`src/rtl/crg_clk_gate_ctrl.sv`:
```
// crg_clk_gate_ctrl: idle-detect and handshake sequencer for one
// CRG clock-gate cell (enable + test-enable) of a gated clock domain.
module crg_clk_gate_ctrl #(
    parameter int CNT_W    = 8,
    parameter int WAKE_DLY = 2
) (
    input  logic             clk,
    input  logic             rst,
    input  logic             gate_allow,
    input  logic             force_on,
    input  logic             idle,
    input  logic [CNT_W-1:0] idle_thresh,
    input  logic             wake_req,
    input  logic             off_ack,
    input  logic             off_deny,
    input  logic             test_en,
    output logic             cg_en,
    output logic             cg_ten,
    output logic             off_req,
    output logic             gated
);

    localparam int             WW      = $clog2(WAKE_DLY + 1);
    localparam logic [WW-1:0]  WLIM    = WW'(WAKE_DLY);
    localparam logic [CNT_W-1:0] CNT_MAX = '1;
    localparam logic [CNT_W-1:0] CNT_ONE = CNT_W'(1);
    localparam logic [WW-1:0]  W_ONE   = WW'(1);

    typedef enum logic [2:0] {
        S_RUN,
        S_COUNT,
        S_REQ,
        S_GATED,
        S_WAKE
    } state_t;

    state_t           state;
    state_t           state_nx;
    logic [CNT_W-1:0] cnt;
    logic [CNT_W-1:0] cnt_nx;
    logic [WW-1:0]    wcnt;
    logic [WW-1:0]    wcnt_nx;
    logic             cg_en_nx;
    logic             off_req_nx;
    logic             gated_nx;
    logic             go_idle;
    logic             wake;
    logic             thr_hit;

    assign cg_ten  = test_en;
    assign go_idle = gate_allow & ~force_on & idle;
    assign wake    = wake_req | force_on | ~gate_allow;
    // cnt starts at 1 in COUNT, so a threshold of 0 acts like 1
    assign thr_hit = (cnt >= idle_thresh);

    // Next-state, counters and decoded outputs for the next cycle
    always_comb begin
        state_nx = state;
        cnt_nx   = cnt;
        wcnt_nx  = wcnt;
        case (state)
            S_RUN: begin
                cnt_nx = '0;
                if (go_idle) begin
                    state_nx = S_COUNT;
                    cnt_nx   = CNT_ONE;
                end
            end
            S_COUNT: begin
                if (!go_idle) begin
                    state_nx = S_RUN;
                    cnt_nx   = '0;
                end else if (thr_hit && !off_ack) begin
                    // an ack still high from a previous request holds us
                    // here so off_req cannot re-assert before it drops
                    state_nx = S_REQ;
                    cnt_nx   = '0;
                end else if (cnt != CNT_MAX) begin
                    cnt_nx = cnt + CNT_ONE;
                end
            end
            S_REQ: begin
                if (off_deny) begin
                    state_nx = S_RUN;
                end else if (wake || !idle) begin
                    state_nx = S_RUN;
                end else if (off_ack) begin
                    state_nx = S_GATED;
                end
            end
            S_GATED: begin
                // idle is stale while the clock is stopped
                if (wake) begin
                    state_nx = S_WAKE;
                    wcnt_nx  = '0;
                end
            end
            S_WAKE: begin
                if (wcnt < WLIM) begin
                    wcnt_nx = wcnt + W_ONE;
                end else if (!off_ack) begin
                    state_nx = S_RUN;
                    wcnt_nx  = '0;
                end
            end
            default: begin
                state_nx = S_RUN;
                cnt_nx   = '0;
                wcnt_nx  = '0;
            end
        endcase

        cg_en_nx   = (state_nx != S_GATED);
        gated_nx   = (state_nx == S_GATED);
        off_req_nx = (state_nx == S_REQ)
                   | (state_nx == S_GATED)
                   | ((state_nx == S_WAKE) && (wcnt_nx < WLIM));
    end

    // State, counters and registered outputs; reset restores the clock
    always_ff @(posedge clk or posedge rst) begin
        if (rst) begin
            state   <= S_RUN;
            cnt     <= '0;
            wcnt    <= '0;
            cg_en   <= 1'b1;
            off_req <= 1'b0;
            gated   <= 1'b0;
        end else begin
            state   <= state_nx;
            cnt     <= cnt_nx;
            wcnt    <= wcnt_nx;
            cg_en   <= cg_en_nx;
            off_req <= off_req_nx;
            gated   <= gated_nx;
        end
    end

endmodule

```
`config.mk`:
```
export PLATFORM = sky130hd
export DESIGN_NAME = crg_clk_gate_ctrl
export DESIGN_NICKNAME = d
export VERILOG_FILES = /design/src/rtl/crg_clk_gate_ctrl.sv
export SDC_FILE = /design/constraint.sdc
export NUM_CORES = 1
export LEC_CHECK = 0
export ABC_AREA = 1
export BUFFER_PORTS_ARGS = -buffer_cell sky130_fd_sc_hd__buf_2
export CAP_MARGIN = 20
export CORE_ASPECT_RATIO = 1.1
export CORE_MARGIN = 1
export CORE_UTILIZATION = 56
export CTS_CLUSTER_SIZE = 16
export DETAILED_ROUTE_END_ITERATION = 8
export PLACE_DENSITY = 0.86
export SKIP_LAST_GASP = 1
export SYNTH_ARGS = -nofsm -noshare
export SYNTH_HDL_FRONTEND = slang
export SYNTH_SLANG_ARGS = --single-unit
export TNS_END_PERCENT = 20
```
`constraint.sdc`:
```
create_clock -name clk -period 4.3 [get_ports clk]
set_input_delay 0.86 -clock clk [delete_from_list [all_inputs] [get_ports clk]]
set_output_delay 0.86 -clock clk [all_outputs]
set_load 0.005 [all_outputs]
```
==> impl_metrics.sql, run 1 <==
INSERT INTO impl_metrics (metric_group, metric, value, unit) VALUES
('clock_network', 'cts.hold.buffers_added', '0', ''),
('place', 'dpl_hpwl', '1840', 'um'),
('finish', 'filler_cell_count', '157', ''),
('clock_network', 'clockRootBuffer', 'sky130_fd_sc_hd__clkbuf_4', ''),
('die', 'design.die.area', '2220', 'um2'),
('sta', 'grt_setup_unrepaired', 'false', ''),
('sta', 'clock_skew_after_layout', '0.00681', 'ns'),
('finish', 'fin_nets', '202', ''),
('setup_path', 'required', '4.51', 'ns'),
('die', 'area_of_the_placeable_core', '1840', 'um2'),
('sta', 'hold_viol_final', '0', ''),
('synthesis', 'postSynthRegisterBits', '16', ''),
('routing', 'final_antenna_net_count', '0', ''),
('die', 'chipHeight', '49.3', 'um'),
('sta', 'max_slew.worst_pin.slew', '0.603', 'ns'),
('finish', 'layout.cells.most_common', 'sky130_fd_sc_hd__nand2_1', ''),
('routing', 'postRouteWirelength', '2240', 'um'),
('setup_path', 'crit_type', 'input pin to register', ''),
('synthesis', 'yosys.cell_types.count', '29', ''),
('grt', 'grt.total_usage', '24.0', '%'),
('power_and_ir_drop', 'total_leakage_power', '0.711', 'nW'),
('setup_path', 'element_type_at_the_critical_path_start', 'input pin', ''),
('sta', 'whs', '0.522', 'ns'),
('clock_network', 'clkSlewWorstSetupHoldPaths', '0.10', 'ns'),
('grt', 'pin_count_of_the_biggest_net_entering_global_routing', '17', ''),
('finish', 'fin_util', '69.4', '%'),
('synthesis', 'synth_area', '1140', 'um2'),
('worst_hold_path', 'hold_path.class', 'register to register', ''),
('routing', 'detail_route.vias_per_cell', '5.16', ''),
('sta', 'max_freq', '491', 'MHz'),
('grt', 'grt_antenna_before_repair', '0', ''),
('clock_network', 'cts_buffers', '3', ''),
('routing', 'pre_antenna_drt_iters', '4', ''),
('die', 'std_cell_rows', '16', ''),
('synthesis', 'syn_avg_cell_area', '7.34', 'um2'),
('setup_path', 'critical_path.max_fanout', '12', ''),
('power_and_ir_drop', 'total_power', '0.294', 'mW'),
('flow_run', 'max-cap-violations', '0', ''),
('synthesis', 'postSynthNetCount', '181', ''),
('sta', 'finalSetupViolations', '0', ''),
('power_and_ir_drop', 'power.ir.vdd_worst', '0.215', 'mV'),
('clock_network', 'cts_resized', '0', ''),
('place', 'place.port_buffers', '18', ''),
('grt', 'aggregate_global_routing_overflow', '0', ''),
('grt', 'grt_pass1_wl', '3960', 'um'),
('synthesis', 'synth-warning-count', '0', ''),
('grt', 'vias_in_the_first_global_route', '1026', ''),
('die', 'top_level_ports', '21', ''),
('synthesis', 'post_synthesis_cell_count', '155', ''),
('routing', 'wl_per_cell', '11.1', 'um'),
('finish', 'multiInputGateArea', '604', 'um2'),
('clock_network', 'post_cts_buffers', '0', ''),
('die', 'floorplan.die.width', '45.0', 'um'),
('setup_path', 'critical_path_arrival', '2.24', 'ns'),
('finish', 'final-seq-area', '402', 'um2'),
('routing', 'dr_total_vias', '1042', ''),
('clock_network', 'cts-htree-levels', '1', ''),
('sta', 'fin_crit_period', '2.04', 'ns'),
('finish', 'layout_common_cells', '41 x sky130_fd_sc_hd__nand2_1, 30 x sky130_fd_sc_hd__inv_1, 18 x sky130_fd_sc_hd__buf_2, 15 x sky130_fd_sc_hd__dfrtp_1', ''),
('sta', 'timing.setup.tns', '0', 'ns'),
('place', 'gp_congestion', '0.825', ''),
('clock_network', 'clock_path_buffers', '2', ''),
('power_and_ir_drop', 'power_density', '230', 'nW/um2'),
('routing', 'initialDrtViolationCount', '29', ''),
('die', 'starting_utilization_of_the_core_area', '61.8', '%'),
('routing', 'route.detailed.drc', '0', ''),
('finish', 'antenna-diode-count', '0', ''),
('clock_network', 'tritoncts', 'done', ''),
('status', 'run_status', 'complete, no violations', ''),
('finish', 'area_growth', '12.4', '%'),
('sta', 'max_slew_margin', '59.7', '%'),
('finish', 'post_route_cells_drive_above_1_share', '18.9', '%'),
('setup_path', 'setup.worst_path.end_class', 'register', ''),
('clock_network', 'number_of_clock_sinks', '16', ''),
('synthesis', 'yosysSeqAreaShare', '35.3', '%'),
('clock_network', 'clock_latency_on_the_worst_skew_pair', '0.28', 'ns'),
('sta', 'timing.final.crit_share', '47.4', '%'),
('sta', 'final-max-slew-violation-count', '0', '');
## kinds of logic (layout without fill, tap and decap cells)
kind of cell | after synthesis | in the layout | share of synthesized area (%)
XOR/XNOR | 3 | 3 | 2.31
AND/OR/NAND/NOR | 75 | 75 | 30.3
adder cells (fa/ha/maj) | 9 | 9 | 9.90
flip-flops | 16 | 16 | 35.3
buffers and inverters | 32 | 52 | 11.6
AO/OA/AOI/OAI | 20 | 20 | 10.7
## power breakdown
part | total [mW] | internal, mW | switching [mW]
clock network | 0.0991 | 0.0514 | 0.0476
registers | 0.161 | 0.156 | 0.00475
logic | 0.0342 | 0.0146 | 0.0196
total | 0.294 | 0.222 | 0.0719
## stage by stage
stage / std cells / cell area, um2 / worst slack, ns
after floorplan: 155 / 1140 / 2.19
after global placement: 198 / 1240 / 2.05
after detailed placement: 198 / 1240 / 1.97
after CTS: 202 / 1280 / 2.26
after global routing: 202 / 1280 / 2.07
final: 202 / 1280 / 2.26
## critical path: stages
cell and delay (ns):
sky130_fd_sc_hd__buf_2 0.07, sky130_fd_sc_hd__inv_1 0.03, sky130_fd_sc_hd__ha_1 0.30, sky130_fd_sc_hd__nand2_1 0.08
sky130_fd_sc_hd__nor2_1 0.05, sky130_fd_sc_hd__nor2_1 0.09, sky130_fd_sc_hd__nand2_1 0.06, sky130_fd_sc_hd__nand2_1 0.06
sky130_fd_sc_hd__nand2_2 0.07, sky130_fd_sc_hd__nand2_1 0.13, sky130_fd_sc_hd__nand3_2 0.09, sky130_fd_sc_hd__nand2_2 0.20
sky130_fd_sc_hd__nand2_1 0.07, sky130_fd_sc_hd__o21ai_1 0.08
## synthesized netlist by cell type
| cell type | number | area (um2) |
|---|---|---|
| sky130_fd_sc_hd__xnor2_1 | 1 | 8.76 |
| sky130_fd_sc_hd__buf_4 | 1 | 7.51 |
| sky130_fd_sc_hd__ha_1 | 9 | 113 |
| sky130_fd_sc_hd__o22ai_1 | 1 | 6.26 |
| sky130_fd_sc_hd__a311o_1 | 1 | 10.0 |
| sky130_fd_sc_hd__nor3_2 | 1 | 10.0 |
| sky130_fd_sc_hd__nor2_4 | 1 | 11.3 |
| sky130_fd_sc_hd__o21a_1 | 1 | 7.51 |
| sky130_fd_sc_hd__nand3_1 | 10 | 50.1 |
| sky130_fd_sc_hd__dfrtp_1 | 15 | 375 |
| sky130_fd_sc_hd__o21ai_2 | 2 | 17.5 |
| sky130_fd_sc_hd__or2_2 | 1 | 6.26 |
| sky130_fd_sc_hd__o21ai_0 | 3 | 15.0 |
| sky130_fd_sc_hd__o21ai_1 | 3 | 15.0 |
| sky130_fd_sc_hd__nor3_1 | 2 | 10.0 |
| sky130_fd_sc_hd__nor2_1 | 10 | 37.5 |
| sky130_fd_sc_hd__nand2_2 | 2 | 12.5 |
| sky130_fd_sc_hd__nand3_2 | 2 | 20.0 |
| sky130_fd_sc_hd__o211ai_1 | 1 | 7.51 |
| sky130_fd_sc_hd__nand2_1 | 41 | 154 |
| sky130_fd_sc_hd__a21oi_1 | 7 | 35.0 |
| sky130_fd_sc_hd__dfstp_2 | 1 | 26.3 |
| sky130_fd_sc_hd__buf_6 | 1 | 11.3 |
| sky130_fd_sc_hd__xor2_1 | 2 | 17.5 |
| sky130_fd_sc_hd__inv_1 | 30 | 113 |
| sky130_fd_sc_hd__a21boi_1 | 1 | 7.51 |
| sky130_fd_sc_hd__nand4_1 | 3 | 18.8 |
| sky130_fd_sc_hd__nand3b_1 | 1 | 7.51 |
| sky130_fd_sc_hd__nor2_2 | 1 | 6.26 |
## layer usage
layer	vias up	wire length [um]	part of all wire, %	GRT usage (%)
met1	471	954	43	26.7
met5	-	0	0	0
met2	26	1170	52	43.2
met4	0	33	1.5	8.08
met3	6	77	3.4	4.81
li1	539	-	-	-
## area by class of cell
type,instances,area share [%]
tap,27,2.64
timing repair buffer,18,7.04
clock buffer,4,2.84
inverter,30,8.81
multi-input combinational,107,47.3
sequential,16,31.4
## state kept, by name (all words and copies together) (netlist names)
name and flops:
gated 1, cnt 8, wcnt 2, state 3, off_req 1, cg_en 1
## path summary, 6_finish.rpt
check	start	endpoint	slack [ns]	depth (start not counted)
max	idle_thresh[3]	cnt[3]	2.26	14
min	wcnt[0]	wcnt[0]	0.52	2
max reg2reg	cnt[3]	cnt[3]	2.50	12
min reg2reg	wcnt[0]	wcnt[0]	0.52	2
max in group asynchronous	rst	state[1]	3.28	2
min in group asynchronous	rst	cnt[4]	0.63	2
Note: power is estimated with default switching activity, not from simulation.
==> run 2: changes to the inputs <==
CORE_UTILIZATION = 54   (was 56)
PLACE_DENSITY = 0.84   (was 0.86)
clock period = 2 ns   (was 4.3 ns; I/O delays follow)
==> impl_metrics.sql, run 2 (synthesis results as in run 1) <==
INSERT INTO impl_metrics (metric_group, metric, value, unit) VALUES
('power_and_ir_drop', 'total_power', '0.638', 'mW'),
('die', 'starting_utilization_of_the_core_area', '56.9', '%'),
('sta', 'hold_viol_final', '0', ''),
('power_and_ir_drop', 'power.ir.vdd_worst', '0.636', 'mV'),
('sta', 'timing.final.crit_share', '90.2', '%'),
('setup_path', 'element_type_at_the_critical_path_start', 'register', ''),
('power_and_ir_drop', 'total_leakage_power', '0.719', 'nW'),
('routing', 'postRouteWirelength', '2300', 'um'),
('routing', 'wl_per_cell', '11.3', 'um'),
('routing', 'pre_antenna_drt_iters', '4', ''),
('setup_path', 'critPathBufInv', '0', ''),
('grt', 'vias_in_the_first_global_route', '999', ''),
('finish', 'fin_nets', '203', ''),
('sta', 'grt_setup_unrepaired', 'false', ''),
('sta', 'max_slew.worst_pin.slew', '0.612', 'ns'),
('sta', 'max_freq', '554', 'MHz'),
('flow_run', 'max-cap-violations', '0', ''),
('sta', 'final-max-slew-violation-count', '0', ''),
('sta', 'clock_skew_after_layout', '0.0103', 'ns'),
('clock_network', 'number_of_clock_sinks', '16', ''),
('clock_network', 'clock_path_buffers', '2', ''),
('clock_network', 'clock_latency_on_the_worst_skew_pair', '0.29', 'ns'),
('worst_hold_path', 'hold_path.class', 'input pin to asynchronous set/reset pin', ''),
('finish', 'post_route_cells_drive_above_1_share', '19.3', '%'),
('clock_network', 'post_cts_buffers', '0', ''),
('setup_path', 'critical_path.max_fanout', '6', ''),
('sta', 'fin_crit_period', '1.80', 'ns'),
('setup_path', 'critical_path.slowest_cell', 'sky130_fd_sc_hd__dfrtp_1', ''),
('die', 'floorplan.die.width', '45.8', 'um'),
('clock_network', 'clockRootBuffer', 'sky130_fd_sc_hd__clkbuf_4', ''),
('finish', 'area_growth', '13.5', '%'),
('clock_network', 'cts.hold.buffers_added', '0', ''),
('grt', 'grt_antenna_before_repair', '0', ''),
('clock_network', 'cts-htree-levels', '1', ''),
('finish', 'register_name_with_the_most_flops', 'cnt', ''),
('die', 'top_level_ports', '21', ''),
('setup_path', 'critical_path_arrival', '1.98', 'ns'),
('finish', 'antenna-diode-count', '0', ''),
('grt', 'grt.total_usage', '23.0', '%'),
('setup_path', 'timing.critical_path.cells', 'ha_1, nand2_1, nor2_1, nor2_1, nand2_1, nand2_1, nand2_2, nand2_1, nand3_2, nand2_2, o21ai_1', ''),
('clock_network', 'tritoncts', 'done', ''),
('status', 'run_status', 'complete, no violations', ''),
('finish', 'biggestRegsByFlops', 'cnt x8, state x3, wcnt x2', ''),
('clock_network', 'cts_resized', '0', ''),
('setup_path', 'setup.worst_path.end_class', 'register', ''),
('power_and_ir_drop', 'power_density', '494', 'nW/um2'),
('setup_path', 'timing.critical_path.max_delay_family', 'simple AND/OR/NAND/NOR gates', ''),
('routing', 'dr_total_vias', '1057', ''),
('place', 'dpl_hpwl', '1810', 'um'),
('grt', 'aggregate_global_routing_overflow', '0', ''),
('clock_network', 'clkSlewWorstSetupHoldPaths', '0.10', 'ns'),
('die', 'area_of_the_placeable_core', '2000', 'um2'),
('grt', 'pin_count_of_the_biggest_net_entering_global_routing', '17', ''),
('finish', 'layout_common_cells', '41 x sky130_fd_sc_hd__nand2_1, 30 x sky130_fd_sc_hd__inv_1, 18 x sky130_fd_sc_hd__buf_2, 15 x sky130_fd_sc_hd__dfrtp_1', ''),
('routing', 'route.detailed.drc', '0', ''),
('sta', 'timing.setup.tns', '0', 'ns'),
('sta', 'finalSetupViolations', '0', ''),
('place', 'place.port_buffers', '18', ''),
('routing', 'final_antenna_net_count', '0', ''),
('finish', 'layout.cells.most_common', 'sky130_fd_sc_hd__nand2_1', ''),
('grt', 'grt_pass1_wl', '3920', 'um'),
('die', 'chipHeight', '50.1', 'um'),
('setup_path', 'crit_path_max_incr_delay', '0.45', 'ns'),
('setup_path', 'crit_type', 'register to register', ''),
('clock_network', 'cts_buffers', '3', ''),
('routing', 'initialDrtViolationCount', '23', ''),
('setup_path', 'required', '2.17', 'ns'),
('sta', 'max_slew_margin', '59.1', '%'),
('finish', 'largest_reg_flops', '8', ''),
('die', 'design.die.area', '2290', 'um2'),
('place', 'gp_congestion', '0.797', ''),
('die', 'std_cell_rows', '17', ''),
('finish', 'filler_cell_count', '193', ''),
('setup_path', 'critical_path.most_common_cell', 'sky130_fd_sc_hd__nand2_1', ''),
('routing', 'detail_route.vias_per_cell', '5.18', '');
==> run 2: changes by cell type in the layout (fill, tap and decap cells not counted), sizes merged <==
| cell | before | now |
|---|---|---|
| nand2 | 43 | 44 |
==> run 2: path summary, 6_finish.rpt <==
check | start | end | slack (ns) | cells after the start
max reg2reg | cnt[3] | cnt[1] | 0.20 | 11
min reg2reg | wcnt[0] | wcnt[0] | 0.53 | 2
max in group asynchronous | rst | cnt[6] | 1.43 | 2
min | rst | wcnt[1] | 0.16 | 2
min in group clk | off_ack | state[0] | 0.42 | 3
max | cnt[3] | cnt[1] | 0.20 | 11
==> run 2: per-stage QoR <==
stage	worst slack [ns]	hold WS [ns]	util [%]	cell area, um2	instances
after floorplan	0.354	0.313	-	1140	155
after global placement	0.205	0.478	62.2	1240	199
after detailed placement	0.118	0.495	62.2	1240	199
after CTS	0.185	0.193	64.0	1280	203
after global routing	0.0227	0.219	64.6	1290	204
final	0.195	0.162	64.6	1290	204
==> run 2: area by class of cell <==
cell class	count	area (um2)	share of cell area (%)
clock buffer	4	36.3	2.81
multi-input combinational	108	616	47.7
tap	28	35.0	2.71
timing repair buffer	18	90.1	6.98
inverter	30	113	8.72
sequential	16	402	31.1
==> run 2: report_power, final <==
part / total (mW) / switching, mW / internal [mW]
logic: 0.0736 / 0.0419 / 0.0316
registers: 0.346 / 0.0109 / 0.335
clock network: 0.219 / 0.108 / 0.111
total: 0.638 / 0.161 / 0.478
==> run 2: worst reg2reg max path, stage by stage (launching register included) <==
cell and delay (ns):
sky130_fd_sc_hd__dfrtp_1 0.45, sky130_fd_sc_hd__ha_1 0.31, sky130_fd_sc_hd__nand2_1 0.09, sky130_fd_sc_hd__nor2_1 0.05
sky130_fd_sc_hd__nor2_1 0.08, sky130_fd_sc_hd__nand2_1 0.05, sky130_fd_sc_hd__nand2_1 0.06, sky130_fd_sc_hd__nand2_2 0.07
sky130_fd_sc_hd__nand2_1 0.14, sky130_fd_sc_hd__nand3_2 0.14, sky130_fd_sc_hd__nand2_2 0.18, sky130_fd_sc_hd__o21ai_1 0.09
==> run 2: routing by layer <==
layer  track usage [%]  wire [um]  up-vias
met5                 0          0        -
li1                  -          -      539
met4              7.84         46        0
met3              3.96         91        6
met2              41.0       1200       25
met1              26.7        959      487
==> run 3: changes to the inputs <==
CTS_BUF_LIST = sky130_fd_sc_hd__clkbuf_16   (was not set)
==> impl_metrics.sql, run 3 (synthesis results as in run 1) <==
INSERT INTO impl_metrics (metric_group, metric, value, unit) VALUES
('status', 'run_status', 'complete, no violations', ''),
('setup_path', 'crit_type', 'register to register', ''),
('routing', 'wl_per_cell', '11.2', 'um'),
('power_and_ir_drop', 'p_sw_share', '22.1', '%'),
('grt', 'aggregate_global_routing_overflow', '0', ''),
('setup_path', 'worst_r2r_endpoint', 'cnt[3]', ''),
('place', 'place.port_buffers', '18', ''),
('finish', 'finish.cell_count_without_fillers', '203', ''),
('clock_network', 'cts_buffers', '3', ''),
('die', 'top_level_ports', '21', ''),
('die', 'chipHeight', '50.1', 'um'),
('clock_network', 'clkSlewWorstSetupHoldPaths', '0.05', 'ns'),
('finish', 'final_cell_area', '1330', 'um2'),
('routing', 'final_antenna_net_count', '0', ''),
('routing', 'initialDrtViolationCount', '39', ''),
('finish', 'layout.cells.most_common', 'sky130_fd_sc_hd__nand2_1', ''),
('routing', 'dr_total_vias', '1037', ''),
('finish', 'register_name_with_the_most_flops', 'cnt', ''),
('sta', 'final-max-slew-violation-count', '0', ''),
('finish', 'post_route_cells_drive_above_1_share', '18.3', '%'),
('finish', 'filler_cell_count', '187', ''),
('clock_network', 'clock_path_buffers', '2', ''),
('sta', 'clock_skew_after_layout', '0.00294', 'ns'),
('finish', 'fin_util', '66.4', '%'),
('finish', 'largest_reg_flops', '8', ''),
('setup_path', 'critical_path.max_fanout', '12', ''),
('place', 'gp_congestion', '0.797', ''),
('power_and_ir_drop', 'pwr-share-clk', '48.3', '%'),
('grt', 'grt_antenna_before_repair', '0', ''),
('setup_path', 'r2r_start', 'cnt[3]', ''),
('power_and_ir_drop', 'seq_power_share', '42.7', '%'),
('place', 'dpl_hpwl', '1810', 'um'),
('finish', 'biggestRegsByFlops', 'cnt x8, state x3, wcnt x2', ''),
('sta', 'timing.setup.tns', '0', 'ns'),
('clock_network', 'clockRootBuffer', 'sky130_fd_sc_hd__clkbuf_16', ''),
('finish', 'fin_nets', '202', ''),
('routing', 'route.detailed.drc', '0', ''),
('place', 'place_ws', '0.118', 'ns'),
('clock_network', 'cts.hold.buffers_added', '0', ''),
('clock_network', 'clock_latency_on_the_worst_skew_pair', '0.25', 'ns'),
('power_and_ir_drop', 'p_int', '0.634', 'mW'),
('setup_path', 'element_type_at_the_critical_path_start', 'register', ''),
('grt', 'grt.total_usage', '23.8', '%'),
('die', 'starting_utilization_of_the_core_area', '56.9', '%'),
('flow_run', 'max-cap-violations', '0', ''),
('power_and_ir_drop', 'netSwitchingPower', '0.180', 'mW'),
('sta', 'whs', '0.209', 'ns'),
('sta', 'final_critical_path_setup_slack', '0.225', 'ns'),
('sta', 'fin_crit_period', '1.78', 'ns'),
('routing', 'detail_route.vias_per_cell', '5.11', ''),
('place', 'cell_area_placed', '1240', 'um2'),
('grt', 'pin_count_of_the_biggest_net_entering_global_routing', '17', ''),
('finish', 'area_growth', '16.7', '%'),
('clock_network', 'cts-htree-levels', '1', ''),
('grt', 'vias_in_the_first_global_route', '998', ''),
('routing', 'postRouteWirelength', '2270', 'um'),
('worst_hold_path', 'hold_path.class', 'input pin to asynchronous set/reset pin', ''),
('power_and_ir_drop', 'power.ir.vdd_worst', '0.528', 'mV'),
('power_and_ir_drop', 'total_leakage_power', '0.729', 'nW'),
('die', 'floorplan.die.width', '45.8', 'um'),
('setup_path', 'flop2flop_setup_slack', '0.22', 'ns'),
('setup_path', 'rr_worst_depth', '12', ''),
('sta', 'grt_setup_unrepaired', 'false', ''),
('power_and_ir_drop', 'combinational_fraction_of_design_power', '9.0', '%'),
('finish', 'antenna-diode-count', '0', ''),
('place', 'placedCellCount', '199', ''),
('setup_path', 'setup.worst_path.end_class', 'register', ''),
('die', 'design.die.area', '2290', 'um2'),
('finish', 'multiInputGateArea', '609', 'um2'),
('sta', 'max_slew.worst_pin.slew', '0.591', 'ns'),
('setup_path', 'required', '2.17', 'ns'),
('sta', 'max_freq', '563', 'MHz'),
('power_and_ir_drop', 'total_power', '0.814', 'mW'),
('sta', 'hold_viol_final', '0', ''),
('clock_network', 'tritoncts', 'done', ''),
('clock_network', 'number_of_clock_sinks', '16', ''),
('sta', 'finalSetupViolations', '0', ''),
('die', 'area_of_the_placeable_core', '2000', 'um2'),
('power_and_ir_drop', 'power_density', '613', 'nW/um2'),
('die', 'std_cell_rows', '17', ''),
('setup_path', 'critical_path_arrival', '1.94', 'ns'),
('routing', 'pre_antenna_drt_iters', '4', ''),
('finish', 'layout_common_cells', '41 x sky130_fd_sc_hd__nand2_1, 30 x sky130_fd_sc_hd__inv_1, 18 x sky130_fd_sc_hd__buf_2, 15 x sky130_fd_sc_hd__dfrtp_1', ''),
('sta', 'max_slew_margin', '60.6', '%'),
('sta', 'timing.final.crit_share', '88.8', '%'),
('finish', 'final-seq-area', '402', 'um2'),
('grt', 'grt_pass1_wl', '3950', 'um');
==> run 3: cell count changes in the layout (fill, tap and decap cells not counted) <==
cell,delta
sky130_fd_sc_hd__nand2_2,-1
sky130_fd_sc_hd__clkbuf_4,-3
sky130_fd_sc_hd__clkbuf_16,+3
sky130_fd_sc_hd__clkinv_1,+1
sky130_fd_sc_hd__clkbuf_8,-1
==> run 3: layer usage <==
| metal | global-route usage (%) | share of wire, % | wire length, um | vias to the layer above |
|---|---|---|---|---|
| met5 | 0 | 0 | 0 | - |
| li1 | - | - | - | 536 |
| met3 | 4.68 | 4.1 | 92 | 5 |
| met4 | 10.3 | 1.8 | 40 | 0 |
| met2 | 41.9 | 54 | 1220 | 24 |
| met1 | 26.8 | 41 | 921 | 472 |
==> run 3: what timing repair did <==
item                       4_1_cts  5_1_grt
buffers inserted                 0        0
setup endpoints to repair        0        3
gates resized for setup          0        1
==> run 3: area by class of cell <==
class | instances | share of cell area, %
clock buffer | 3 | 5.66
clock inverter | 1 | 0.283
tap | 28 | 2.64
inverter | 30 | 8.48
sequential | 16 | 30.3
timing repair buffer | 18 | 6.79
multi-input combinational | 107 | 45.9
==> run 3: critical path, cell delays in order, from the launching register on <==
cell	delay (ns)
sky130_fd_sc_hd__dfrtp_1	0.43
sky130_fd_sc_hd__ha_1	0.31
sky130_fd_sc_hd__nand2_1	0.09
sky130_fd_sc_hd__nor2_1	0.05
sky130_fd_sc_hd__nor2_1	0.08
sky130_fd_sc_hd__nand2_1	0.05
sky130_fd_sc_hd__nand2_1	0.06
sky130_fd_sc_hd__nand2_2	0.08
sky130_fd_sc_hd__nand2_1	0.14
sky130_fd_sc_hd__nand3_2	0.12
sky130_fd_sc_hd__nand2_4	0.15
sky130_fd_sc_hd__nand2_1	0.07
sky130_fd_sc_hd__o21ai_1	0.08
==> run 3: worst max path at each step <==
stage | cells past startpoint | from | to | slack, ns
after detailed placement | 14 | idle_thresh[3] | cnt[3] | 0.12
after global routing | 13 | cnt[0] | cnt[3] | 0.005
after global placement | 11 | idle_thresh[7] | cnt[3] | 0.20
after floorplan | 14 | idle_thresh[3] | cnt[4] | 0.35
after CTS | 12 | cnt[3] | cnt[3] | 0.18
final | 12 | cnt[3] | cnt[3] | 0.22
==> run 3: power groups by stage <==
| stage | registers [mW] | logic [mW] | clock network [mW] |
|---|---|---|---|
| 2_1_floorplan | 0.349 | 0.0500 | 0 |
| 3_3_place_gp | 0.351 | 0.0695 | 0 |
| 3_5_place_dp | 0.352 | 0.0740 | 0 |
| 4_1_cts | 0.346 | 0.0747 | 0.401 |
| 5_1_grt | 0.348 | 0.0854 | 0.418 |
| 6_report | 0.347 | 0.0733 | 0.393 |
